### config.mk
export PLATFORM = sky130hd
export DESIGN_NAME = dpram_rr_arbiter
export DESIGN_NICKNAME = d
export VERILOG_FILES = /design/src/rtl/dpram_rr_arbiter.sv
export SDC_FILE = /design/constraint.sdc
export NUM_CORES = 1
export LEC_CHECK = 0
export CORE_MARGIN = 3
export CORE_UTILIZATION = 38
export CTS_BUF_LIST = sky130_fd_sc_hd__clkbuf_16
export DETAILED_ROUTE_END_ITERATION = 10
export MAX_ROUTING_LAYER = met4
export PLACE_DENSITY = 0.76
export SLEW_MARGIN = 20
export SYNTH_ARGS = -nofsm -noshare
export SYNTH_HDL_FRONTEND = slang
export SYNTH_SLANG_ARGS = --single-unit
### constraint.sdc
create_clock -name clk -period 1.49 [get_ports clk]
set_input_delay 0.298 -clock clk [delete_from_list [all_inputs] [get_ports clk]]
set_output_delay 0.298 -clock clk [all_outputs]
set_load 0.005 [all_outputs]
### src/rtl/dpram_rr_arbiter.sv
// rtl/dpram_rr_arbiter.sv - two-requester arbiter sharing one dual-port RAM, read data routed by tag
// Define RAM_ARB_FIXPRI_EN for fixed priority (requester0 over requester1) instead of round-robin.
module dpram_rr_arbiter #(
  parameter int ADDR_WIDTH = 4,
  parameter int DATA_WIDTH = 8,
  parameter int MAX_HOLD   = 4
) (
  input  logic                  clk,
  input  logic                  rst_n,
  input  logic                  req0,
  input  logic                  req1,
  input  logic                  wr0,
  input  logic                  wr1,
  input  logic [ADDR_WIDTH-1:0] addr0,
  input  logic [ADDR_WIDTH-1:0] addr1,
  input  logic [DATA_WIDTH-1:0] wdata0,
  input  logic [DATA_WIDTH-1:0] wdata1,
  output logic                  gnt0,
  output logic                  gnt1,
  output logic                  rvalid0,
  output logic                  rvalid1,
  output logic [DATA_WIDTH-1:0] rdata,
  output logic [1:0]            owner,
  output logic                  ram_csen_n,
  output logic                  ram_wren_n,
  output logic                  ram_rden_n,
  output logic [ADDR_WIDTH-1:0] ram_addr_wr,
  output logic [ADDR_WIDTH-1:0] ram_addr_rd,
  output logic [DATA_WIDTH-1:0] ram_wdata,
  input  logic [DATA_WIDTH-1:0] ram_rdata
);

  localparam int HW = $clog2(MAX_HOLD) + 1;
  localparam logic [HW-1:0] HOLD_LAST = HW'(MAX_HOLD - 1);

  // State codes double as the owner output encoding.
  localparam logic [1:0] IDLE = 2'b00;
  localparam logic [1:0] OWN0 = 2'b01;
  localparam logic [1:0] OWN1 = 2'b10;

  logic [1:0]            state, state_nxt;
  logic [HW-1:0]         hold_cnt, hold_nxt;
  logic                  last, last_nxt;
  logic                  rd_tag;
  logic                  own_id, own_req, oth_req;
  logic [1:0]            oth_state;
  logic                  beat, beat_wr;
  logic [ADDR_WIDTH-1:0] beat_addr;
  logic [DATA_WIDTH-1:0] beat_wdata;

  assign owner     = state;
  assign gnt0      = (state == OWN0) && req0;
  assign gnt1      = (state == OWN1) && req1;
  assign own_id    = (state == OWN1);
  assign own_req   = own_id ? req1 : req0;
  assign oth_req   = own_id ? req0 : req1;
  assign oth_state = own_id ? OWN0 : OWN1;

  assign beat       = gnt0 || gnt1;
  assign beat_wr    = gnt1 ? wr1 : wr0;
  assign beat_addr  = gnt1 ? addr1 : addr0;
  assign beat_wdata = gnt1 ? wdata1 : wdata0;

  always_comb begin
    state_nxt = state;
    hold_nxt  = hold_cnt;
    last_nxt  = last;
    case (state)
      IDLE: begin
        hold_nxt = '0;
`ifdef RAM_ARB_FIXPRI_EN
        if (req0)      state_nxt = OWN0;
        else if (req1) state_nxt = OWN1;
`else
        // last==1 means requester1 owned most recently, so requester0 wins a tie.
        if (req0 && (!req1 || last)) state_nxt = OWN0;
        else if (req1)               state_nxt = OWN1;
`endif
      end
      OWN0, OWN1: begin
        if (own_req) begin
          hold_nxt = (hold_cnt == HOLD_LAST) ? hold_cnt : hold_cnt + HW'(1);
`ifdef RAM_ARB_FIXPRI_EN
          if (own_id && req0) begin
            state_nxt = OWN0;
            hold_nxt  = '0;
          end
`else
          if (oth_req && (hold_cnt == HOLD_LAST)) begin
            state_nxt = oth_state;
            hold_nxt  = '0;
            last_nxt  = own_id;
          end
`endif
        end else begin
          state_nxt = oth_req ? oth_state : IDLE;
          hold_nxt  = '0;
          last_nxt  = own_id;
        end
      end
      default: begin
        state_nxt = IDLE;
        hold_nxt  = '0;
      end
    endcase
  end

  always_ff @(posedge clk or negedge rst_n) begin
    if (!rst_n) begin
      state    <= IDLE;
      hold_cnt <= '0;
      last     <= 1'b1;
    end else begin
      state    <= state_nxt;
      hold_cnt <= hold_nxt;
      last     <= last_nxt;
    end
  end

  // RAM pin stage, then read return stage; rd_tag follows each read to route its data.
  always_ff @(posedge clk or negedge rst_n) begin
    if (!rst_n) begin
      ram_csen_n  <= 1'b1;
      ram_wren_n  <= 1'b1;
      ram_rden_n  <= 1'b1;
      ram_addr_wr <= '0;
      ram_addr_rd <= '0;
      ram_wdata   <= '0;
      rd_tag      <= 1'b0;
      rvalid0     <= 1'b0;
      rvalid1     <= 1'b0;
      rdata       <= '0;
    end else begin
      ram_csen_n <= !beat;
      ram_wren_n <= !(beat && beat_wr);
      ram_rden_n <= !(beat && !beat_wr);
      if (beat && beat_wr) begin
        ram_addr_wr <= beat_addr;
        ram_wdata   <= beat_wdata;
      end
      if (beat && !beat_wr) begin
        ram_addr_rd <= beat_addr;
        rd_tag      <= gnt1;
      end
      rvalid0 <= !ram_rden_n && !rd_tag;
      rvalid1 <= !ram_rden_n && rd_tag;
      if (!ram_rden_n) rdata <= ram_rdata;
    end
  end

endmodule

==> results.tsv <==
stage	metric	value	unit
layout	synthToLayoutAreaGrowth	91.2	%
run_status	run_status	complete, but fails checks	
setup_path	r2r_setup_slack	-0.27	ns
logic_synthesis	syn-mean-instance-area	11.0	um2
global_routing	grtUsageMet2	32.0	%
cts	clock_latency	0.28	ns
timing	fmax	0.569	GHz
global_routing	met3_use_gr	6.37	%
die	floorplan.initialDensity	40.3	%
logic_synthesis	yosysTopAreaCellShare	48.3	%
setup_path	worst_setup_path_end_kind	flip-flop	
timing	worst_slew_margin_rel	68.6	%
layout	final_nets	313	
setup_path	critical_path.slowest_cell	dfrtp_2	
layout	final-seq-area	907	um2
pwr	clock_power_share	16.6	%
timing	final_critical_path_setup_slack	-0.268	ns
logic_synthesis	synth_seq_cells	36	
cts	cts-buffers-inserted	5	
min_path	worst_hold_path_type	flip-flop to flip-flop	
setup_path	cp.depth	8	
layout	insertedDiodeCount	0	
timing	clock-skew-final	0.00184	ns
pwr	pwr_density_cell	1910	nW/um2
logic_synthesis	synth_async_sr_flop_share	100	%
route	via_count	1603	
cts	clk_pin_slew_worst_paths	0.06	ns
cts	clock_sink_count	36	
pwr	intPower	4.07	mW
logic_synthesis	yosys_warnings	0	
setup_path	cp_cell_sequence	buf_6, ha_4, nand2_4, inv_4, buf_12, o221ai_4, o31ai_4, mux2_4	
global_routing	first_pass_grt_wire_length	7840	um
setup_path	crit_fanout	5	
logic_synthesis	yosys-top-cells-area	dfrtp_1 48%, mux2i_1 6.6%, dfstp_2 6.3%	
pwr	total_switching_power	1.98	mW
global_routing	grt_start_max_net_pins	22	
route	first_drt_iteration_drcs	46	
route	wl_per_cell	16.6	um
setup_path	worst_setup_path_endpoint	owner[1]	
global_routing	track_usage	20.4	%
place	post-dp-hpwl	3010	um
route	drc_errors	0	
logic_synthesis	yosys.cell_types.count	29	
pwr	static-leakage-power	1.42	nW
die	coreArea	4120	um2
place	gp_congestion	0.835	
global_routing	grt_antenna_before_repair	0	
pwr	power.sequential.fraction	28.4	%
setup_path	worstSetupStartpointType	flip-flop	
logic_synthesis	dominantRegCellSynth	dfrtp_1	
route	final_antenna_net_count	0	
min_path	hp-start	rd_tag	
die	dieArea	5190	um2
setup_path	path_delay_family	flip-flops	
setup_path	critPathMaxStageDelay	0.45	ns
die	ios	71	
setup_path	cp_data_required_time	1.65	ns
timing	setup_total_negative_slack	-5.03	ns
global_routing	use_met1	25.0	%
logic_synthesis	netlist_area	1660	um2
route	drt_pre_antenna_iters	4	
cts	tritoncts	built	
die	die_y	72.0	um
cts	htreeDepth	2	
route	route.final.wire_length	5310	um
setup_path	worstSetupStartpoint	owner[1]	
timing	tightest_slew	0.472	ns
die	die_width	72.0	um
pwr	swShare	32.8	%
global_routing	globalRoute.totalOverflow	0	
layout	share_of_cells_above_drive_strength_1	38.1	%
logic_synthesis	synth_fp_nets	195	
pwr	combinationalPowerShare	55.1	%
setup_path	worst-setup-path-type	flip-flop to flip-flop	
cts	clk_path_buf_depth	2	
timing	setup_repair_after_global_routing_missed_its_margin	true	
setup_path	data_arrival_time_at_the_worst_slack_endpoint	1.92	ns
pwr	peakVddDrop	0.972	mV
global_routing	top_usage_layer	met2	
setup_path	ff2ff_path_depth	8	
timing	layout_min_cycle_time	1.76	ns
place	io_buffer_count	70	
cts	ctsRootBufferMaster	clkbuf_16	
pwr	p_total	6.05	mW
layout	final.fill_count	257	
setup_path	critPathBufInv	3	
setup_path	critical_register_to_register_path_startpoint	owner[1]	
logic_synthesis	synth.largest_area_cell	dfrtp_1	
timing	slew_violations	0	
timing	hold_viol	0	
route	dr_vias_cell	5.01	
job	max_cap_viols	0	
timing	report.final.setup_viol	26	
run_status	failing_checks	setup timing	
die	site_row_count	23	
setup_path	r2r-end	owner[1]	
logic_synthesis	synth-edff-count	0	
timing	final.period_utilization	118	%
logic_synthesis	synth_sequential_area_ratio	54.7	%
layout	multi_input_comb_area	855	um2
logic_synthesis	netlist_instances	151	
global_routing	first_global_vias	1643	
## per-stage QoR
step	instance area, um2	hold WS [ns]	util [%]	setup WS [ns]	cells
4_1_cts	3110	0.426	75.5	-0.206	315
3_5_place_dp	2630	0.282	63.8	-0.362	289
3_3_place_gp	2630	0.274	63.8	-0.330	289
5_1_grt	3170	0.436	77.0	-0.343	320
6_report	3170	0.424	77.0	-0.268	320
2_1_floorplan	1700	0.00241	-	-0.119	151
## state kept, by name, summed over array words and instances, names as in the netlist
register	count
ram_wdata	8
rdata	8
ram_addr_rd	4
ram_addr_wr	4
hold_cnt	3
owner	2
last	1
ram_csen_n	1
ram_rden_n	1
ram_wren_n	1
rd_tag	1
rvalid0	1
rvalid1	1
## final cells by class
type                    count  area share, %
clock buffers               5           3.95
inverters                  12           1.50
multi-input cells          98           27.0
well taps                  50           1.97
flip-flops and latches     36           28.6
repair buffers            116           36.5
clock inverters             3          0.474
## power by group through the flow
stage	combinational [mW]	sequential, mW	clock, mW
after floorplan	1.05	1.71	0
after CTS	3.11	1.70	1.00
after global placement	2.47	1.66	0
after global routing	3.54	1.77	1.06
final	3.33	1.72	1.00
after detailed placement	2.53	1.67	0
## logic make-up (layout without fill, tap and decap cells)
family                   after synthesis  after routing  synth area share, %
flip-flops                            36             36                 54.7
adder cells (fa/ha/maj)                6              6                 4.53
XOR/XNOR                               1              1                0.529
AND/OR/NAND/NOR                       46             46                 11.9
multiplexers                          21             21                 13.7
AO/OA/AOI/OAI                         24             24                 10.4
buffers and inverters                 17            136                 4.30
## repair_timing
item	in CTS	in global routing
setup buffers	16	9
cloned	2	1
endpoints found under the setup margin	28	31
hold endpoints to repair	15	0
resized for setup	54	23
hold buffers	1	0
pin swaps	4	5
## worst min-delay path by stage
stage / end / slack (ns) / cells past startpoint
final: rvalid0 / 0.42 / 1
after global routing: rvalid0 / 0.44 / 1
after CTS: rvalid0 / 0.43 / 1
after detailed placement: ram_wdata[3] / 0.28 / 1
after global placement: ram_wdata[3] / 0.27 / 1
after floorplan: hold_cnt[0] / 0.002 / 0
## cells in the mapped netlist, types with 2 or more instances
library cell / n
mux2_2: 9
nor2b_1: 3
nand3_1: 2
mux2i_1: 11
a21oi_1: 6
nand2_1: 19
inv_1: 11
buf_2: 3
nor2_1: 17
nand2b_1: 2
o21ai_0: 3
dfstp_2: 4
a31oi_1: 8
o22ai_1: 2
dfrtp_1: 32
ha_1: 6
## layout by cell type (no fill, tap or decap), types with 4 or more instances in the layout
cell | netlist | final
clkdlybuf4s50_1 | 0 | 55
dfrtp_1 | 32 | 31
buf_4 | 1 | 27
nand2_1 | 19 | 18
buf_6 | 0 | 13
inv_1 | 11 | 9
mux2_2 | 9 | 9
mux2i_1 | 11 | 8
a31oi_1 | 8 | 8
nor2_2 | 0 | 7
nor2_1 | 17 | 6
clkbuf_16 | 0 | 6
dlymetal6s2s_1 | 0 | 5
dlygate4sd2_1 | 0 | 5
a21oi_1 | 6 | 4
nor2_4 | 0 | 4
ha_4 | 0 | 4
dfstp_2 | 4 | 4
buf_12 | 0 | 4
## per-layer routing
metal / share of wire, % / vias up
met1: 40 / 769
met2: 50 / 69
li1: - / 745
met3: 6.2 / 20
met5: 0 / -
met4: 3.5 / 0
(Power assumes the default switching activity.)
